**config.mk**
```make
export PLATFORM = sky130hd
export DESIGN_NAME = pc_gen
export DESIGN_NICKNAME = d
export VERILOG_FILES = /design/src/rtl/pc_gen_pkg.sv /design/src/rtl/pc_redirect_buffer.sv /design/src/rtl/pc_gen.sv
export SDC_FILE = /design/constraint.sdc
export NUM_CORES = 1
export LEC_CHECK = 0
export ABC_AREA = 1
export ABC_CLOCK_PERIOD_IN_PS = 2400
export CAP_MARGIN = 40
export CORE_MARGIN = 4
export CORE_UTILIZATION = 45
export DETAILED_ROUTE_END_ITERATION = 7
export GPL_ROUTABILITY_DRIVEN = 0
export PLACE_DENSITY = 0.73
export SYNTH_ARGS = -nofsm -noshare
export SYNTH_HDL_FRONTEND = slang
export SYNTH_SLANG_ARGS = --single-unit
```
**constraint.sdc**
```tcl
create_clock -name clock -period 2.4 [get_ports clock]
set_input_delay 0.48 -clock clock [delete_from_list [all_inputs] [get_ports clock]]
set_output_delay 0.48 -clock clock [all_outputs]
set_load 0.02 [all_outputs]
```
**src/rtl/pc_gen_pkg.sv**
```systemverilog
// Shared types for the PC generation stage; reused by decode and debug views.
package pc_gen_pkg;

   typedef enum logic [2:0] {
      BOOT  = 3'd0,
      RUN   = 3'd1,
      STALL = 3'd2,
      HALT  = 3'd3,
      FAULT = 3'd4
   } pc_state_t;

   localparam int unsigned PC_INSTR_BYTES = 4;

   // A redirect target is word-aligned only when its two low bits are zero.
   function automatic logic is_misaligned(input logic [1:0] low_bits);
      return (low_bits != 2'b00);
   endfunction

endpackage

```
**src/rtl/pc_redirect_buffer.sv**
```systemverilog
// One-entry holding register for a redirect that arrives while the stage is stalled.
module pc_redirect_buffer #(
   parameter int WORD_SIZE = 32
) (
   input  logic                 i_clk,
   input  logic                 i_rst,
   input  logic                 i_capture,
   input  logic                 i_overwrite,
   input  logic                 i_clear,
   input  logic [WORD_SIZE-1:0] i_target,
   output logic                 o_pending_valid,
   output logic [WORD_SIZE-1:0] o_pending_target
);

   logic                 r_valid;
   logic [WORD_SIZE-1:0] r_target;

   // Clear dominates; overwrite replaces the target of an already-held redirect.
   always_ff @(posedge i_clk or posedge i_rst) begin
      if (i_rst) begin
         r_valid  <= 1'b0;
         r_target <= '0;
      end else if (i_clear) begin
         r_valid  <= 1'b0;
      end else if (i_capture) begin
         r_valid  <= 1'b1;
         r_target <= i_target;
      end else if (i_overwrite) begin
         r_target <= i_target;
      end
   end

   assign o_pending_valid  = r_valid;
   assign o_pending_target = r_target;

endmodule

```
**src/rtl/pc_gen.sv**
```systemverilog
// Program-counter generation upstream of fetch: sequential step, redirect, stall, halt.
// Optional misaligned-redirect trap enabled by defining PC_ALIGN_CHECK_EN.
module pc_gen
   import pc_gen_pkg::*;
#(
   parameter int                   WORD_SIZE    = 32,
   parameter logic [WORD_SIZE-1:0] RESET_VECTOR = '0,
   parameter int                   INSTR_BYTES  = PC_INSTR_BYTES
) (
   input  logic                 clock,
   input  logic                 reset,
   input  logic                 enable,
   input  logic                 stall,
   input  logic                 redirect_valid,
   input  logic [WORD_SIZE-1:0] redirect_target,
   input  logic                 halt_req,
   output logic [WORD_SIZE-1:0] pc,
   output logic                 pc_valid,
   output logic [2:0]           state,
   output logic                 fault
);

   pc_state_t            r_state;
   logic [WORD_SIZE-1:0] r_pc;

   pc_state_t            w_next_state;
   logic [WORD_SIZE-1:0] w_next_pc;
   logic [WORD_SIZE-1:0] w_pc_inc;
   logic                 w_bad_redirect;
   logic                 w_buf_capture;
   logic                 w_buf_overwrite;
   logic                 w_buf_clear;
   logic                 w_pend_valid;
   logic [WORD_SIZE-1:0] w_pend_target;

   assign w_pc_inc = r_pc + WORD_SIZE'(INSTR_BYTES);

`ifdef PC_ALIGN_CHECK_EN
   assign w_bad_redirect = redirect_valid && is_misaligned(redirect_target[1:0]);
`else
   assign w_bad_redirect = 1'b0;
`endif

   pc_redirect_buffer #(
      .WORD_SIZE(WORD_SIZE)
   ) u_redirect_buffer (
      .i_clk            (clock),
      .i_rst            (reset),
      .i_capture        (w_buf_capture),
      .i_overwrite      (w_buf_overwrite),
      .i_clear          (w_buf_clear),
      .i_target         (redirect_target),
      .o_pending_valid  (w_pend_valid),
      .o_pending_target (w_pend_target)
   );

   always_ff @(posedge clock or posedge reset) begin
      if (reset) begin
         r_state <= BOOT;
         r_pc    <= RESET_VECTOR;
      end else begin
         r_state <= w_next_state;
         r_pc    <= w_next_pc;
      end
   end

   // enable=0 leaves every default in place, so nothing moves and redirects are dropped.
   always_comb begin
      w_next_state    = r_state;
      w_next_pc       = r_pc;
      w_buf_capture   = 1'b0;
      w_buf_overwrite = 1'b0;
      w_buf_clear     = 1'b0;
      if (enable) begin
         case (r_state)
            BOOT: begin
               w_next_state = RUN;
            end
            RUN: begin
               if (w_bad_redirect) begin
                  w_next_state = FAULT;
               end else if (redirect_valid) begin
                  w_next_pc = redirect_target;
                  if (stall) w_next_state = STALL;
               end else if (halt_req) begin
                  w_next_state = HALT;
               end else if (stall) begin
                  w_next_state = STALL;
               end else begin
                  w_next_pc = w_pc_inc;
               end
            end
            STALL: begin
               if (w_bad_redirect) begin
                  w_next_state = FAULT;
                  w_buf_clear  = 1'b1;
               end else if (halt_req) begin
                  w_next_state = HALT;
                  w_buf_clear  = 1'b1;
               end else if (stall) begin
                  w_buf_capture   = redirect_valid && !w_pend_valid;
                  w_buf_overwrite = redirect_valid && w_pend_valid;
               end else begin
                  // Release: a same-cycle redirect beats the buffered one.
                  if (redirect_valid)    w_next_pc = redirect_target;
                  else if (w_pend_valid) w_next_pc = w_pend_target;
                  else                   w_next_pc = w_pc_inc;
                  w_buf_clear  = 1'b1;
                  w_next_state = RUN;
               end
            end
            HALT: begin
               if (w_bad_redirect) begin
                  w_next_state = FAULT;
               end else if (redirect_valid) begin
                  w_next_pc    = redirect_target;
                  w_next_state = RUN;
               end
            end
            FAULT: begin
               w_next_state = FAULT;
            end
            default: begin
               w_next_state = BOOT;
            end
         endcase
      end
   end

   assign pc       = r_pc;
   assign pc_valid = enable && !stall && (r_state == RUN);
   assign state    = r_state;
   assign fault    = (r_state == FAULT);

endmodule

```
==> impl_metrics.env <==
export IMPL_clockBufferDepth=2
export IMPL_io_buffers=74
export IMPL_antenna_cells=0
export IMPL_ios=75
export IMPL_post_synth_top_area_fraction_pct=41.41
export IMPL_slew_viol_final=0
export IMPL_p_total_uw=6190
export IMPL_syn_inst=551
export IMPL_area_growth_pct=26.25
export IMPL_fin_nets=668
export IMPL_cts_buffers=9
export IMPL_hold_buffers=0
export IMPL_syn_area_sq_um=4109
export IMPL_path_class="reg2out"
export IMPL_max_slew_margin_rel_pct=61.87
export IMPL_report_final_hold_viol_count=0
export IMPL_cp_slowest_stage_delay_ns=0.61
export IMPL_synth_edff_count=0
export IMPL_yosysMostFrequentCell="nand2_1"
export IMPL_netlist_top_cell_by_area="dfrtp_1"
export IMPL_outcome="finished clean"
export IMPL_yosys_warnings=0
export IMPL_final_fill_count=801
export IMPL_final_area_sq_um=5187
export IMPL_hold_class="reg2reg"
export IMPL_synth_ff_type="dfrtp_1"
export IMPL_wire_per_inst_um=15.04
export IMPL_final_instance_count_excl_fill=742
export IMPL_core_area_sq_um=8806
export IMPL_grt_pass1_vias=4023
export IMPL_start_util_pct=46.66
export IMPL_ys_async_sr_fraction_pct=100.0
export IMPL_clock_latency_ns=0.35
export IMPL_vias_per_cell=5.508
export IMPL_grtUsageTotal_pct=20.95
export IMPL_cts_max_level=3
export IMPL_cts_tree="built"
export IMPL_avgSynthCellArea_sq_um=7.457
export IMPL_drtPass1Iterations=7
export IMPL_path_clk_slew_ns=0.07
export IMPL_dpl_cell_area_sq_um=4982
export IMPL_die_w_um=103.6
export IMPL_layout_drive_gt1_share_pct=9.779
export IMPL_cp_slowest_cell="clkdlybuf4s50_1"
export IMPL_setup_violations=0
export IMPL_synthTopCellsByCount="nand2_1 (121), inv_1 (73), dfrtp_1 (68)"
export IMPL_power_per_cell_area_nw_per_um2=1193
export IMPL_grt_max_degree=69
export IMPL_ys_top_cells_by_area="dfrtp_1 (41%), nand2_1 (11%), inv_1 (6.7%)"
export IMPL_drc_errors=0
export IMPL_final_antenna_net_count=0
export IMPL_first_iter_violations=300
export IMPL_synth_seq_cells=68
export IMPL_ir_worst_vdd_mv=0.6514
export IMPL_worstPathMaxFanout=5
export IMPL_p_leak_uw=0.002459
export IMPL_clockRootBuffer="clkbuf_8"
export IMPL_cts_sinks=68
export IMPL_antenna_found_initial=0
export IMPL_seqCellArea_sq_um=1702
export IMPL_max_cap_viol_count=0
export IMPL_finalWirelength_um=11160
export IMPL_tns_ns=0
export IMPL_endpoint_kind="output port"
export IMPL_grt_first_pass_wirelength_um=18840
export IMPL_clock_skew_ns=0.01032
export IMPL_seq_area_frac_synth_pct=41.41
export IMPL_die_area_sq_um=10720
export IMPL_ys_types=40
export IMPL_die_y_um=103.6
export IMPL_path_cells="nor2_1 -> inv_1 -> nor2_1 -> clkdlybuf4s50_1"
export IMPL_rows=34
export IMPL_dp_hpwl_um=8202
export IMPL_finalCriticalPeriod_ns=2.253
export IMPL_dp_cells=726
export IMPL_rsz0062_at_grt="false"
export IMPL_multi_input_area_sq_um=1971
export IMPL_start_kind="flop"
export IMPL_max_freq_mhz=443.8
export IMPL_crit_top_cell="nor2_1"
export IMPL_cp_arrival_ns=1.77
export IMPL_vias=4087
export IMPL_synth_nets=590
export IMPL_critPathRequiredTime_ns=1.92
export IMPL_fin_crit_sh_pct=93.88
export IMPL_tightest_slew_ns=0.5706
export IMPL_grt_overflow_total=0
[layer usage]
| layer | GRT usage [%] | routed length (um) | vias up | part of all wire (%) |
|---|---|---|---|---|
| met2 | 34.02 | 5083 | 175 | 46 |
| met5 | 0 | 0 | - | 0 |
| met3 | 3.794 | 815 | 19 | 7.3 |
| li1 | - | - | 1989 | - |
| met1 | 27.85 | 5072 | 1904 | 45 |
| met4 | 8.357 | 188 | 0 | 1.7 |
[worst max-delay path, delay by kind of cell (launching register included)]
family	cells	cell delay, ns
buffers and inverters	2	0.69
DFF	1	0.45
and+or+nand+nor	2	0.29
[what timing repair did]
item / in CTS / in global routing
endpoints found under the setup margin: 0 / 1
hold endpoints to repair: 0 / 0
setup buffers: 0 / 0
gates resized for setup: 0 / 1
[cell families (layout without fill, tap and decap cells)]
logic type	after synthesis	in the layout	synth area share, %
simple gates	239	239	25.12
compound gates	130	130	19.58
buf+inv	102	185	10.63
flops	68	68	41.41
mux	10	10	2.740
fa+ha+maj	1	1	0.3045
xor+xnor	1	1	0.2132
[sequential cells by signal (all words and copies together), names as in the netlist]
signal                              flops
pc                                     32
u_redirect_buffer.o_pending_target     32
state                                   3
u_redirect_buffer.o_pending_valid       1
[power breakdown]
part / internal (uW) / leakage (uW) / total (uW) / switching, uW
Clock: 534 / 0.000102 / 978 / 444
Sequential: 1660 / 0.000837 / 2200 / 535
Combinational: 1270 / 0.00152 / 3020 / 1750
Total: 3460 / 0.00246 / 6190 / 2730
[stage by stage]
step	util [%]	hold WS, ns	setup slack, ns
final	58.91	0.4828	0.1469
after detailed placement	56.58	0.4626	0.09660
after floorplan	-	0.4529	0.2085
after CTS	58.88	0.4848	0.008278
after global routing	58.91	0.5120	0.03147
after global placement	56.58	0.4640	0.1178
[final timing paths]
path / startpoint / to / slack [ns] / cells after the start
min in group asynchronous: reset / u_redirect_buffer.o_pending_target[9] / 0.52 / 3
max in group asynchronous: reset / pc[17] / 1.57 / 3
setup / recovery: state[1] / fault / 0.15 / 4
hold reg to reg: pc[1] / pc[1] / 0.48 / 2
hold / removal: pc[1] / pc[1] / 0.48 / 2
setup reg to reg: pc[3] / pc[28] / 0.45 / 9
[layout make-up]
type                    instances  area share [%]
repair buffers                 88           16.84
well taps                     108           2.605
inverters                      81           5.861
multi-input cells             381           37.99
clock inverters                 4          0.9165
clock buffers                  12           2.991
flip-flops and latches         68           32.80
[layout by cell type, fill, tap and decap left out, drive strengths merged]
master	instances
and3	2
o21ai	54
nor4	1
clkinvlp	1
nand2	123
clkdlybuf4s50	73
dlymetal6s2s	1
clkinv	3
nand4	9
o221ai	1
ha	1
nand3	27
a221oi	2
nand3b	1
a22oi	19
a21oi	25
o311ai	1
xor2	1
mux2	10
dfrtp	68
o211ai	2
o2111ai	1
inv	80
a31oi	6
buf	14
or2	1
nor3	12
clkbuf	12
o22ai	17
nor2	63
a211oi	2
bufinv	1
(Power assumes the default switching activity.)
